$ cat src/rtl/osum_deskew.sv
// Output-side de-skew for the systolic array: realigns per-column results into rows,
// buffers aligned rows in a small FIFO and presents them over valid/ready.
module osum_deskew #(
   parameter int WIDTH = 24,
   parameter int COLS  = 4,
   parameter int DEPTH = 4
) (
   input  logic                    clk,
   input  logic                    rst_n,
   input  logic                    en,
   input  logic                    clr,
   input  logic [COLS-1:0]         i_valid,
   input  logic [COLS*WIDTH-1:0]   i_data,
   output logic                    o_valid,
   input  logic                    o_ready,
   output logic [COLS*WIDTH-1:0]   o_data,
   output logic                    o_full,
   output logic                    o_overflow,
   output logic                    o_misalign
);
   localparam int AW = $clog2(DEPTH);
   localparam int CW = AW + 1;

   logic [COLS-1:0]             al_v;
   logic [COLS-1:0][WIDTH-1:0]  al_d;

   // Column c waits COLS-1-c enabled edges so that every column lines up with the last one.
   genvar c;
   for (c = 0; c < COLS - 1; c++) begin : g_col
      localparam int N = COLS - 1 - c;
      logic [N-1:0][WIDTH:0] sh_q, sh_d;

      always_comb begin
         sh_d = sh_q;
         if (clr) begin
            sh_d = '0;
         end else if (en) begin
            sh_d[0] = {i_valid[c], i_data[c*WIDTH +: WIDTH]};
            for (int k = 1; k < N; k++) sh_d[k] = sh_q[k-1];
         end
      end

      always_ff @(posedge clk or negedge rst_n) begin
         if (!rst_n) sh_q <= '0;
         else        sh_q <= sh_d;
      end

      assign al_v[c] = sh_q[N-1][WIDTH];
      assign al_d[c] = sh_q[N-1][WIDTH-1:0];
   end

   assign al_v[COLS-1] = i_valid[COLS-1];
   assign al_d[COLS-1] = i_data[(COLS-1)*WIDTH +: WIDTH];

   logic [COLS-1:0][WIDTH-1:0] mem_q [DEPTH];
   logic [AW-1:0] wptr_q, wptr_d, rptr_q, rptr_d;
   logic [CW-1:0] cnt_q, cnt_d;
   logic          ovf_q, ovf_d, mis_q, mis_d;
   logic          push_req, mixed, pop, wr_en, full;

   assign full     = (cnt_q == CW'(DEPTH));
   assign push_req = en & (&al_v);
   assign mixed    = en & (|al_v) & ~(&al_v);
   assign pop      = (cnt_q != '0) & o_ready & ~clr;
   // A full FIFO still accepts a row when the head leaves on the same edge.
   assign wr_en    = ~clr & push_req & (~full | pop);

   always_comb begin
      wptr_d = wptr_q;
      rptr_d = rptr_q;
      cnt_d  = cnt_q;
      ovf_d  = ovf_q;
      mis_d  = mis_q;
      if (clr) begin
         wptr_d = '0;
         rptr_d = '0;
         cnt_d  = '0;
         ovf_d  = 1'b0;
         mis_d  = 1'b0;
      end else begin
         if (wr_en) wptr_d = wptr_q + AW'(1);
         if (pop)   rptr_d = rptr_q + AW'(1);
         cnt_d = cnt_q + CW'(wr_en) - CW'(pop);
         if (push_req & full & ~pop) ovf_d = 1'b1;
         if (mixed)                  mis_d = 1'b1;
      end
   end

   always_ff @(posedge clk or negedge rst_n) begin
      if (!rst_n) begin
         wptr_q <= '0;
         rptr_q <= '0;
         cnt_q  <= '0;
         ovf_q  <= 1'b0;
         mis_q  <= 1'b0;
      end else begin
         wptr_q <= wptr_d;
         rptr_q <= rptr_d;
         cnt_q  <= cnt_d;
         ovf_q  <= ovf_d;
         mis_q  <= mis_d;
      end
   end

   // Storage needs no reset: the output is masked to zero whenever the FIFO is empty.
   always_ff @(posedge clk) begin
      if (wr_en) mem_q[wptr_q] <= al_d;
   end

   assign o_valid    = (cnt_q != '0);
   assign o_data     = o_valid ? mem_q[rptr_q] : '0;
   assign o_full     = full;
   assign o_overflow = ovf_q;
   assign o_misalign = mis_q;
endmodule

$ cat config.mk
export PLATFORM = sky130hd
export DESIGN_NAME = osum_deskew
export DESIGN_NICKNAME = d
export VERILOG_FILES = /design/src/rtl/osum_deskew.sv
export SDC_FILE = /design/constraint.sdc
export NUM_CORES = 1
export LEC_CHECK = 0
export ABC_AREA = 0
export ABC_CLOCK_PERIOD_IN_PS = 9300
export CELL_PAD_IN_SITES_DETAIL_PLACEMENT = 2
export CELL_PAD_IN_SITES_GLOBAL_PLACEMENT = 2
export CORE_ASPECT_RATIO = 0.9
export CORE_MARGIN = 2
export CORE_UTILIZATION = 43
export CTS_CLUSTER_SIZE = 8
export DETAILED_ROUTE_END_ITERATION = 16
export PLACE_DENSITY = 0.82
export SETUP_SLACK_MARGIN = 0.3
export SLEW_MARGIN = 20
export SYNTH_ARGS = -nofsm -noshare
export SYNTH_HDL_FRONTEND = slang
export SYNTH_SLANG_ARGS = --single-unit
$ cat constraint.sdc
create_clock -name clk -period 9.3 [get_ports clk]
set_input_delay 1.86 -clock clk [delete_from_list [all_inputs] [get_ports clk]]
set_output_delay 1.86 -clock clk [all_outputs]
set_load 0.03 [all_outputs]
==> metrics.cfg, run 1 <==
[status]
status = completed

[global_route]
met3_usage_pct = 4.390
grt_pass1_wl_um = 84180
antenna_found_initial = 1
grt_pass1_vias = 13049
grt_overflow = 0
grt-busiest-layer = met2
grt_util_met1_pct = 28.30
grt_max_degree = 110
grtUsageTotal_pct = 22.57
use_met2_pct = 40.21

[power_and_ir_drop]
seq_power_share_pct = 48.7
p_sw_w = 0.001160
power_density_mw_per_mm2 = 209.9
pwr-share-comb_pct = 3.7
peakVddDrop_v = 0.0001407
internal_power_w = 0.004283
switching_share_pct = 21.30
power_w = 0.005443
clockPowerShare_pct = 47.6
leakagePower_nw = 9.763

[floorplanning]
coreArea_sq_mm = 0.04812
rows = 76
dieHeight_um = 213.9
pin_count = 205
die_w_um = 237.2
fp.dieArea_sq_mm = 0.05074
start_util_pct = 43.75

[timing]
final_hold_viol_count = 0
rsz0062_at_grt = no
finalClockSkew_ps = 21.25
period_minus_slack_ps = 5678
setup_tns_ps = 0
setup_viol = 0
maxSlewViolCount = 0
maxSlewHeadroom_pct = 22.56
fmax_ghz = 0.1761
period_share_pct = 61.06
worstMarginPinSlew_ps = 1162

[clock_network]
cts-root-buf = clkbuf_16
numClockSinks = 543
clockBufferDepth = 3
cts.hold.buffers_added = 0
cts_resized = 0
cts_setup_buffers = 0
cts_made_buffers = 77
clk-insertion-delay-late_ps = 600
cts_tree = built
clk_pin_slew_ps = 50
h-tree-depth = 3

[place]
gp_congestion = 0.6879
portBuffers = 204
dpl.hpwl_um = 31590
dpl_cell_area_sq_mm = 0.02371

[hold_path]
min_to = mem_q[2][5]
hold_class = flip-flop to flip-flop
hold_depth = 0
min-delay-start = al_d[5]

[yosys]
synth_area_leaders = edfxtp_1 (55%), dfrtp_1 (19%), mux4_2 (10%)
synth.distinct_cells = 37
yosys_warnings = 0
ys_seq_elements = 543
netlist_area_sq_mm = 0.02105
ys.flop_type = edfxtp_1
synth.yosys.seq_area_share_pct = 73.68
synth_nets = 1265
synth_top_cell_by_area = edfxtp_1
synth_cells = 1154
syn_area_per_cell_sq_um = 18.24
synthArstFlopShare_pct = 29.28
synth_top_area_share_pct = 54.78
synth-edff-count = 384

[routing]
drc_errors = 0
viasPerCell = 5.350
drtPass1Iterations = 4
finalWirelength_um = 55400
drt-initial-drc-count = 605
ant_nets = 0
routed-via-count = 11075
wl_per_cell_um = 26.76

[setup_path]
endpoint_kind = output port
reg2regPathDepth = 4
arrival_ps = 3820
startpoint_type = flip-flop
rr_startpoint = g_col[2].sh_q[24]
critPathRequiredTime_ps = 7440
reg2reg_to = mem_q[1][9]
worst-path-max-fanout = 40
path_class = flip-flop to output port
crit_path_start = rptr_q[0]
r2r_setup_slack_ps = 6700

[finish]
layout_commonest_cell = edfxtp_1
final_cell_mix = edfxtp_1 (384), clkdlybuf4s50_1 (201), nor2_1 (158)
nets = 1494
drive_gt1_share_pct = 14.26
syn_to_final_growth_pct = 23.21
stdcell_area_sq_mm = 0.02593

[flow_run]
cap_violations = 0

[through the flow]
| stage | worst slack [ps] | instances | util [%] | hold WS, ps |
|---|---|---|---|---|
| floorplan | -747.8 | 1154 | - | 475.3 |
| global placement | 4130 | 1927 | 49.22 | 490.0 |
| detailed placement | 4132 | 1928 | 49.28 | 505.6 |
| CTS | 3433 | 2069 | 53.89 | 524.2 |
| global route | 3297 | 2069 | 53.89 | 535.8 |
| finish | 3622 | 2070 | 53.90 | 514.6 |
[synth_stat cells, types with 3 or more instances]
| cell | number |
|---|---|
| inv_1 | 4 |
| mux4_2 | 96 |
| clkbuf_1 | 24 |
| edfxtp_1 | 384 |
| ha_1 | 5 |
| mux2i_1 | 151 |
| xor2_1 | 3 |
| nor2_1 | 158 |
| nor3b_1 | 4 |
| buf_2 | 29 |
| dfrtp_1 | 159 |
| nand2b_1 | 3 |
| and2_1 | 97 |
| buf_1 | 11 |
[power groups by stage]
stage / Clock [W] / Combinational [W] / Sequential (W)
floorplan: 0 / 0.0000995 / 0.00268
detailed placement: 0 / 0.000204 / 0.00269
CTS: 0.00266 / 0.000207 / 0.00265
global placement: 0 / 0.000191 / 0.00269
global route: 0.00275 / 0.000219 / 0.00265
finish: 0.00259 / 0.000202 / 0.00265
[worst max-delay path by stage]
| stage | end | slack, ps | cells after the start |
|---|---|---|---|
| 3_3_place_gp | o_data[15] | 4130 | 4 |
| 4_1_cts | o_data[13] | 3430 | 4 |
| 2_1_floorplan | mem_q[0][0] | -750 | 4 |
| 3_5_place_dp | o_data[38] | 4130 | 4 |
| 6_report | o_data[20] | 3620 | 4 |
| 5_1_grt | o_data[13] | 3300 | 4 |
[flip-flops by register name, summed over array words and instances (netlist names)]
| signal | cells |
|---|---|
| al_d | 48 |
| al_v | 2 |
| cnt_q | 3 |
| g_col.sh_q | 100 |
| mem_q | 384 |
| o_misalign | 1 |
| o_overflow | 1 |
| rptr_q | 2 |
| wptr_q | 2 |
[logic make-up after synthesis]
family,count (synthesis),share of synthesized area (%)
adders and majority gates,6,0.3923
buffers and inverters,74,1.694
muxes,248,17.52
and+or+nand+nor,270,6.194
xor gates and xnor gates,4,0.1665
DFF,543,73.68
AOI/OAI and AO/OA,9,0.3449
[routing by layer]
metal	vias up	wire, um
met2	252	29060
met4	0	1254
met1	5913	22960
met3	89	2126
li1	4821	-
met5	-	0
[critical path: stages, from the launching register on]
cell and delay, ps:
dfrtp_4 990, buf_4 780, mux4_2 610, and2_1 210, clkdlybuf4s50_1 600
[area by class of cell]
class	instances	area [sq um]
fill	4200	22180
sequential	543	15520
multi-input combinational	537	5207
timing repair buffer	220	2190
clock buffer	136	2170
tap	624	780.7
clock inverter	5	51.30
inverter	4	15.01
antenna	1	2.502
No activity file was read; power rests on OpenSTA's default activity.
==> inputs of run 2 (changes only) <==
Settings changed: ABC_CLOCK_PERIOD_IN_PS 9300 to 4910, CORE_UTILIZATION 43 to 39, PLACE_DENSITY 0.82 to 0.79.
Clock period 9.3 ns to 4.91 ns, I/O delays scaled along.
==> run 2 against run 1 <==
  * Register-to-register slack worse by 4400 ps
  * Via count about the same
  * Combinational power up 91%
  * Cell area up 1.0%
  * Power up 91%
  * Highest routed layer is now met5
==> metrics.cfg, run 2 (synthesized netlist as in run 1, its figures left out) <==
[clock_network]
numClockSinks = 543  ; unchanged
clk-insertion-delay-late_ps = 600  ; about the same
h-tree-depth = 3  ; unchanged
cts.hold.buffers_added = 0  ; unchanged
cts_tree = built
clockBufferDepth = 3  ; unchanged
cts_setup_buffers = 0  ; unchanged
cts_made_buffers = 77  ; unchanged
clk_pin_slew_ps = 50  ; about the same
cts_resized = 0  ; unchanged
cts-root-buf = clkbuf_16

[place]
dpl.hpwl_um = 29970  ; -5.1%
dpl_cell_area_sq_mm = 0.02391  ; +0.83%
place_ws_ps = 1281  ; -2850 ps
dp.cells = 2001  ; +3.8%
gp_congestion = 0.6961  ; +1.2%
portBuffers = 204  ; unchanged

[routing]
wl_met3_um = 2182  ; +2.6%
viasPerCell = 5.165  ; -3.5%
routed-via-count = 11064  ; -0.099%
finalWirelength_um = 52670  ; -4.9%
drtPass1Iterations = 4  ; unchanged
top_layer_used = met5
drc_errors = 0  ; unchanged
ant_nets = 0  ; unchanged
drt-met1-wl_um = 22250  ; -3.1%
wl_met2_um = 27070  ; -6.8%
drt-initial-drc-count = 484  ; -20%
wl_per_cell_um = 24.59  ; -8.1%

[floorplanning]
coreArea_sq_mm = 0.05315  ; +10%
start_util_pct = 39.60  ; -4.1 points
pin_count = 205  ; unchanged
rows = 80  ; +5.3%
dieHeight_um = 224.4  ; +4.9%
die_w_um = 248.9  ; +4.9%
fp.dieArea_sq_mm = 0.05585  ; +10%

[finish]
multi_input_comb_area_sq_mm = 0.005233  ; +0.48%
top_register = mem_q
fin_util_pct = 49.29  ; -4.6 points
largest_reg_flops = 384  ; unchanged
nets = 1495  ; +0.067%
fillCellCount = 4693  ; +12%
layout_commonest_cell = edfxtp_1
final_cell_mix = edfxtp_1 (384), clkdlybuf4s50_1 (201), nor2_1 (158)
fin_cells = 2142  ; +3.5%
drive_gt1_share_pct = 14.40  ; +0.15 points
stdcell_area_sq_mm = 0.02620  ; +1.0%
register_area_sq_mm = 0.01552  ; unchanged
syn_to_final_growth_pct = 24.47

[flow_run]
cap_violations = 0  ; unchanged

[power_and_ir_drop]
leakagePower_nw = 9.847  ; +0.86%
switching_share_pct = 20.93  ; -0.37 points
seq_power_share_pct = 48.4  ; -0.3 points
power_density_mw_per_mm2 = 395.8  ; +89%
internal_power_w = 0.008200  ; +91%
clockPowerShare_pct = 47.9  ; +0.3 points
pwr-share-comb_pct = 3.7  ; about the same
peakVddDrop_v = 0.0002436  ; +73%
p_sw_w = 0.002171  ; +87%

[setup_path]
critPathRequiredTime_ps = 3930  ; -3510 ps
arrival_ps = 3170  ; -650 ps
r2r_setup_slack_ps = 2330  ; -4370 ps
worst-path-max-fanout = 40  ; unchanged
endpoint_kind = output port
startpoint_type = flip-flop
path_class = flip-flop to output port

[global_route]
grtUsageTotal_pct = 19.46  ; -3.1 points
grt_pass1_vias = 12932  ; -0.90%
antenna_found_initial = 3  ; +2
grt_max_degree = 110  ; unchanged
grt_overflow = 0  ; unchanged
grt_pass1_wl_um = 81180  ; -3.6%

[timing]
period_minus_slack_ps = 4151
period_share_pct = 84.54
setup_tns_ps = 0  ; unchanged
maxSlewHeadroom_pct = 34.24  ; +12 points
finalClockSkew_ps = 18.03  ; -3.222 ps
rsz0062_at_grt = no
worstMarginPinSlew_ps = 986.3  ; -175.3 ps
maxSlewViolCount = 0  ; unchanged
setup_viol = 0  ; unchanged
final_hold_viol_count = 0  ; unchanged
fmax_ghz = 0.2409
worst_slack_ps = 759.3  ; -2862 ps

[status]
status = completed

[hold_path]
hold_class = input port to async pin

[run 2: changes by cell type in the layout (fill, tap and decap cells not counted)]
cell       change
buf_16         -1
nor3b_2        -4
buf_4          -7
clkbuf_16      +3
clkinv_8       -1
nor3b_4        +4
clkbuf_1       -3
buf_12         +9
inv_6          -2
inv_16         +1
[run 2: power groups by stage]
stage                     clock [W]  combinational (W)  sequential, W
after floorplan                   0           0.000189        0.00508
after CTS                   0.00512           0.000395        0.00501
after global routing        0.00528           0.000420        0.00502
after detailed placement          0           0.000391        0.00510
after global placement            0           0.000374        0.00509
final                       0.00497           0.000385        0.00501
[run 2: layer usage]
metal | track usage [%] | vias up
met4 | 5.709 | 4
met2 | 33.98 | 245
met5 | 0 | -
met1 | 24.80 | 5905
met3 | 3.750 | 87
li1 | - | 4823
[run 2: critical path, cell delays in order (launching register included)]
cell	delay (ps)
dfrtp_4	750
buf_12	380
mux4_2	560
and2_1	210
clkdlybuf4s50_1	610
[run 2: path summary, 6_finish.rpt]
check / startpoint / cells after the start / to
max in group asynchronous: rst_n / 2 / g_col[1].sh_q[4]
worst min-delay path: rst_n / 1 / g_col[0].sh_q[18]
worst max-delay path: rptr_q[0] / 4 / o_data[2]
worst max register to register: cnt_q[1] / 7 / cnt_q[2]
worst min register to register: g_col[2].sh_q[16] / 0 / mem_q[0][64]
min in group clk: g_col[2].sh_q[16] / 0 / mem_q[0][64]
[run 2: stage by stage]
step	hold WS, ps	power, W
floorplan	475.3	0.005267
global placement	487.3	0.005464
detailed placement	507.2	0.005491
CTS	521.7	0.01053
global route	534.4	0.01072
finish	496.2	0.01037
[run 2: final cells by class]
class / count / share of cell area, %
clock buffer: 136 / 8.524
tap: 697 / 3.329
sequential: 543 / 59.23
antenna: 1 / 0.009551
timing repair buffer: 221 / 8.739
clock inverter: 3 / 0.1433
multi-input combinational: 537 / 19.97
inverter: 4 / 0.05731
==> inputs of run 3 (changes only) <==
Settings changed: ABC_CLOCK_PERIOD_IN_PS 4910 to 4230, CORE_UTILIZATION 39 to 43, PLACE_DENSITY 0.79 to 0.82.
Clock period 4.91 ns to 4.23 ns, I/O delays scaled along.
==> run 3 against run 2 <==
  * Via count increased by 1.3%
  * Combinational power rose by 19%
  * Final cell count fell by 2.5%
  * Clock power grew 17%
  * Critical path depth is the same
  * Routed wire length rose by 7.0%
  * Global-route usage up 3.1 points
  * Power grew 16%
  * Non-clock buffer count rose by 10
  * Worst hold slack got worse by 220 ps
  * Sequential power rose by 16%
  * Cell area grew 0.43%
  * Critical endpoint is now o_data[23]
  * Highest routed layer unchanged
==> metrics.cfg, run 3 (synthesized netlist as in run 1, its figures left out) <==
[status]
status = completed

[clock_network]
h-tree-depth = 3  ; unchanged
clk_pin_slew_ps = 50  ; about the same
cts-root-buf = clkbuf_16
cts.hold.buffers_added = 0  ; unchanged
cts_tree = built
clockBufferDepth = 3  ; unchanged
numClockSinks = 543  ; unchanged
clk-insertion-delay-late_ps = 600  ; about the same
cts_made_buffers = 77  ; unchanged

[routing]
routed-via-count = 11211  ; +1.3%
wl_per_cell_um = 27.00  ; +9.8%
drt-initial-drc-count = 570  ; +18%
ant_nets = 0  ; unchanged
drc_errors = 0  ; unchanged
finalWirelength_um = 56370  ; +7.0%
drtPass1Iterations = 5  ; +1
viasPerCell = 5.369  ; +3.9%

[floorplanning]
rows = 76  ; -5.0%
fp.dieArea_sq_mm = 0.05074  ; -9.1%
coreArea_sq_mm = 0.04812  ; -9.5%
dieHeight_um = 213.9  ; -4.7%
pin_count = 205  ; unchanged
start_util_pct = 43.75  ; +4.1 points
die_w_um = 237.2  ; -4.7%

[finish]
fin_util_pct = 54.69  ; +5.4 points
fillCellCount = 4149  ; -12%
largest_reg_flops = 384  ; unchanged
drive_gt1_share_pct = 15.14  ; +0.73 points
layout_commonest_cell = edfxtp_1
nets = 1506  ; +0.74%
syn_to_final_growth_pct = 25.01
final_cell_mix = edfxtp_1 (384), clkdlybuf4s50_1 (201), nor2_1 (158)
top_register = mem_q

[power_and_ir_drop]
peakVddDrop_v = 0.0002928  ; +20%
power_density_mw_per_mm2 = 459.1  ; +16%
leakagePower_nw = 9.929  ; +0.83%

[global_route]
grtUsageTotal_pct = 22.57  ; +3.1 points
grt_util_met1_pct = 28.78  ; +4.0 points
use_met2_pct = 39.71  ; +5.7 points
grt_pass1_vias = 12895  ; -0.29%
grt_overflow = 0  ; unchanged
antenna_found_initial = 6  ; +3
grt_max_degree = 124  ; +13%
met3_usage_pct = 4.879  ; +1.1 points
grt_pass1_wl_um = 84470  ; +4.1%
grt-busiest-layer = met2

[timing]
period_share_pct = 89.65
maxSlewViolCount = 0  ; unchanged
period_minus_slack_ps = 3792
setup_viol = 0  ; unchanged
rsz0062_at_grt = no
finalClockSkew_ps = 23.79  ; +5.758 ps
fmax_ghz = 0.2637
maxSlewHeadroom_pct = 25.42  ; -8.8 points
worst_slack_ps = 437.7  ; -321.6 ps
final_hold_viol_count = 0  ; unchanged
worstMarginPinSlew_ps = 1119  ; +132.3 ps

[flow_run]
cap_violations = 0  ; unchanged

[setup_path]
worst-path-max-fanout = 28  ; -30%
path_class = flip-flop to output port
arrival_ps = 2950  ; -220 ps
endpoint_kind = output port
startpoint_type = flip-flop
r2r_setup_slack_ps = 1560  ; -770 ps
critPathRequiredTime_ps = 3380  ; -550 ps

[place]
gp_congestion = 0.6935  ; -0.37%
dpl.hpwl_um = 32550  ; +8.6%
place_ws_ps = 773.4  ; -507.8 ps
portBuffers = 204  ; unchanged

[hold_path]
hold_class = input port to async pin

run 3: cell type report:
type	count	area, sq um	share of cell area (%)
flip-flops and latches	543	15520	58.97
diodes	4	10.01	0.03804
clock buffers	140	2227	8.464
clock inverters	4	42.54	0.1617
multi-input cells	538	5249	19.95
repair buffers	231	2472	9.396
well taps	624	780.7	2.967
inverters	4	15.01	0.05706
run 3: worst paths after layout:
check | start | endpoint | cells after the start
worst min-delay path | rst_n | al_d[17] | 1
max in group asynchronous | rst_n | al_d[38] | 2
worst max register to register | cnt_q[1] | cnt_q[2] | 7
worst max-delay path | rptr_q[1] | o_data[23] | 4
worst min register to register | g_col[1].sh_q[24] | g_col[1].sh_q[24] | 2
min in group clk | g_col[1].sh_q[24] | g_col[1].sh_q[24] | 2
run 3: routing by layer:
metal / vias to the layer above / part of all wire [%]
li1: 4847 / -
met1: 6001 / 41
met2: 282 / 52
met3: 77 / 4.8
met4: 4 / 1.6
met5: - / 0.048
run 3: stage by stage:
| stage | hold WS (ps) | std cells | setup TNS, ps | instance area, sq um | total power [W] |
|---|---|---|---|---|---|
| 2_1_floorplan | 475.3 | 1154 | -42160 | 21120 | 0.006117 |
| 3_3_place_gp | 488.1 | 1938 | 0 | 24000 | 0.006337 |
| 3_5_place_dp | 505.4 | 1938 | 0 | 24000 | 0.006376 |
| 4_1_cts | 293.2 | 2083 | 0 | 26290 | 0.01223 |
| 5_1_grt | 320.2 | 2086 | 0 | 26310 | 0.01247 |
| 6_report | 273.9 | 2088 | 0 | 26310 | 0.01208 |
run 3: power breakdown:
group | switching, W | internal, W
Combinational | 0.000246 | 0.000212
Clock | 0.00227 | 0.00353
Sequential | 0.0000621 | 0.00576
Total | 0.00258 | 0.00950
run 3: worst max-delay path: stages (launching register included):
cell and delay (ps):
dfrtp_4 630, buf_4 470, mux4_2 460, and2_1 190, clkdlybuf4s50_1 590
run 3: repair_timing:
action | in CTS | in global routing
pin swaps | 0 | 0
gates resized for setup | 0 | 1
setup endpoints to repair | 10 | 83
cloned | 0 | 1
buffers inserted | 1 | 0
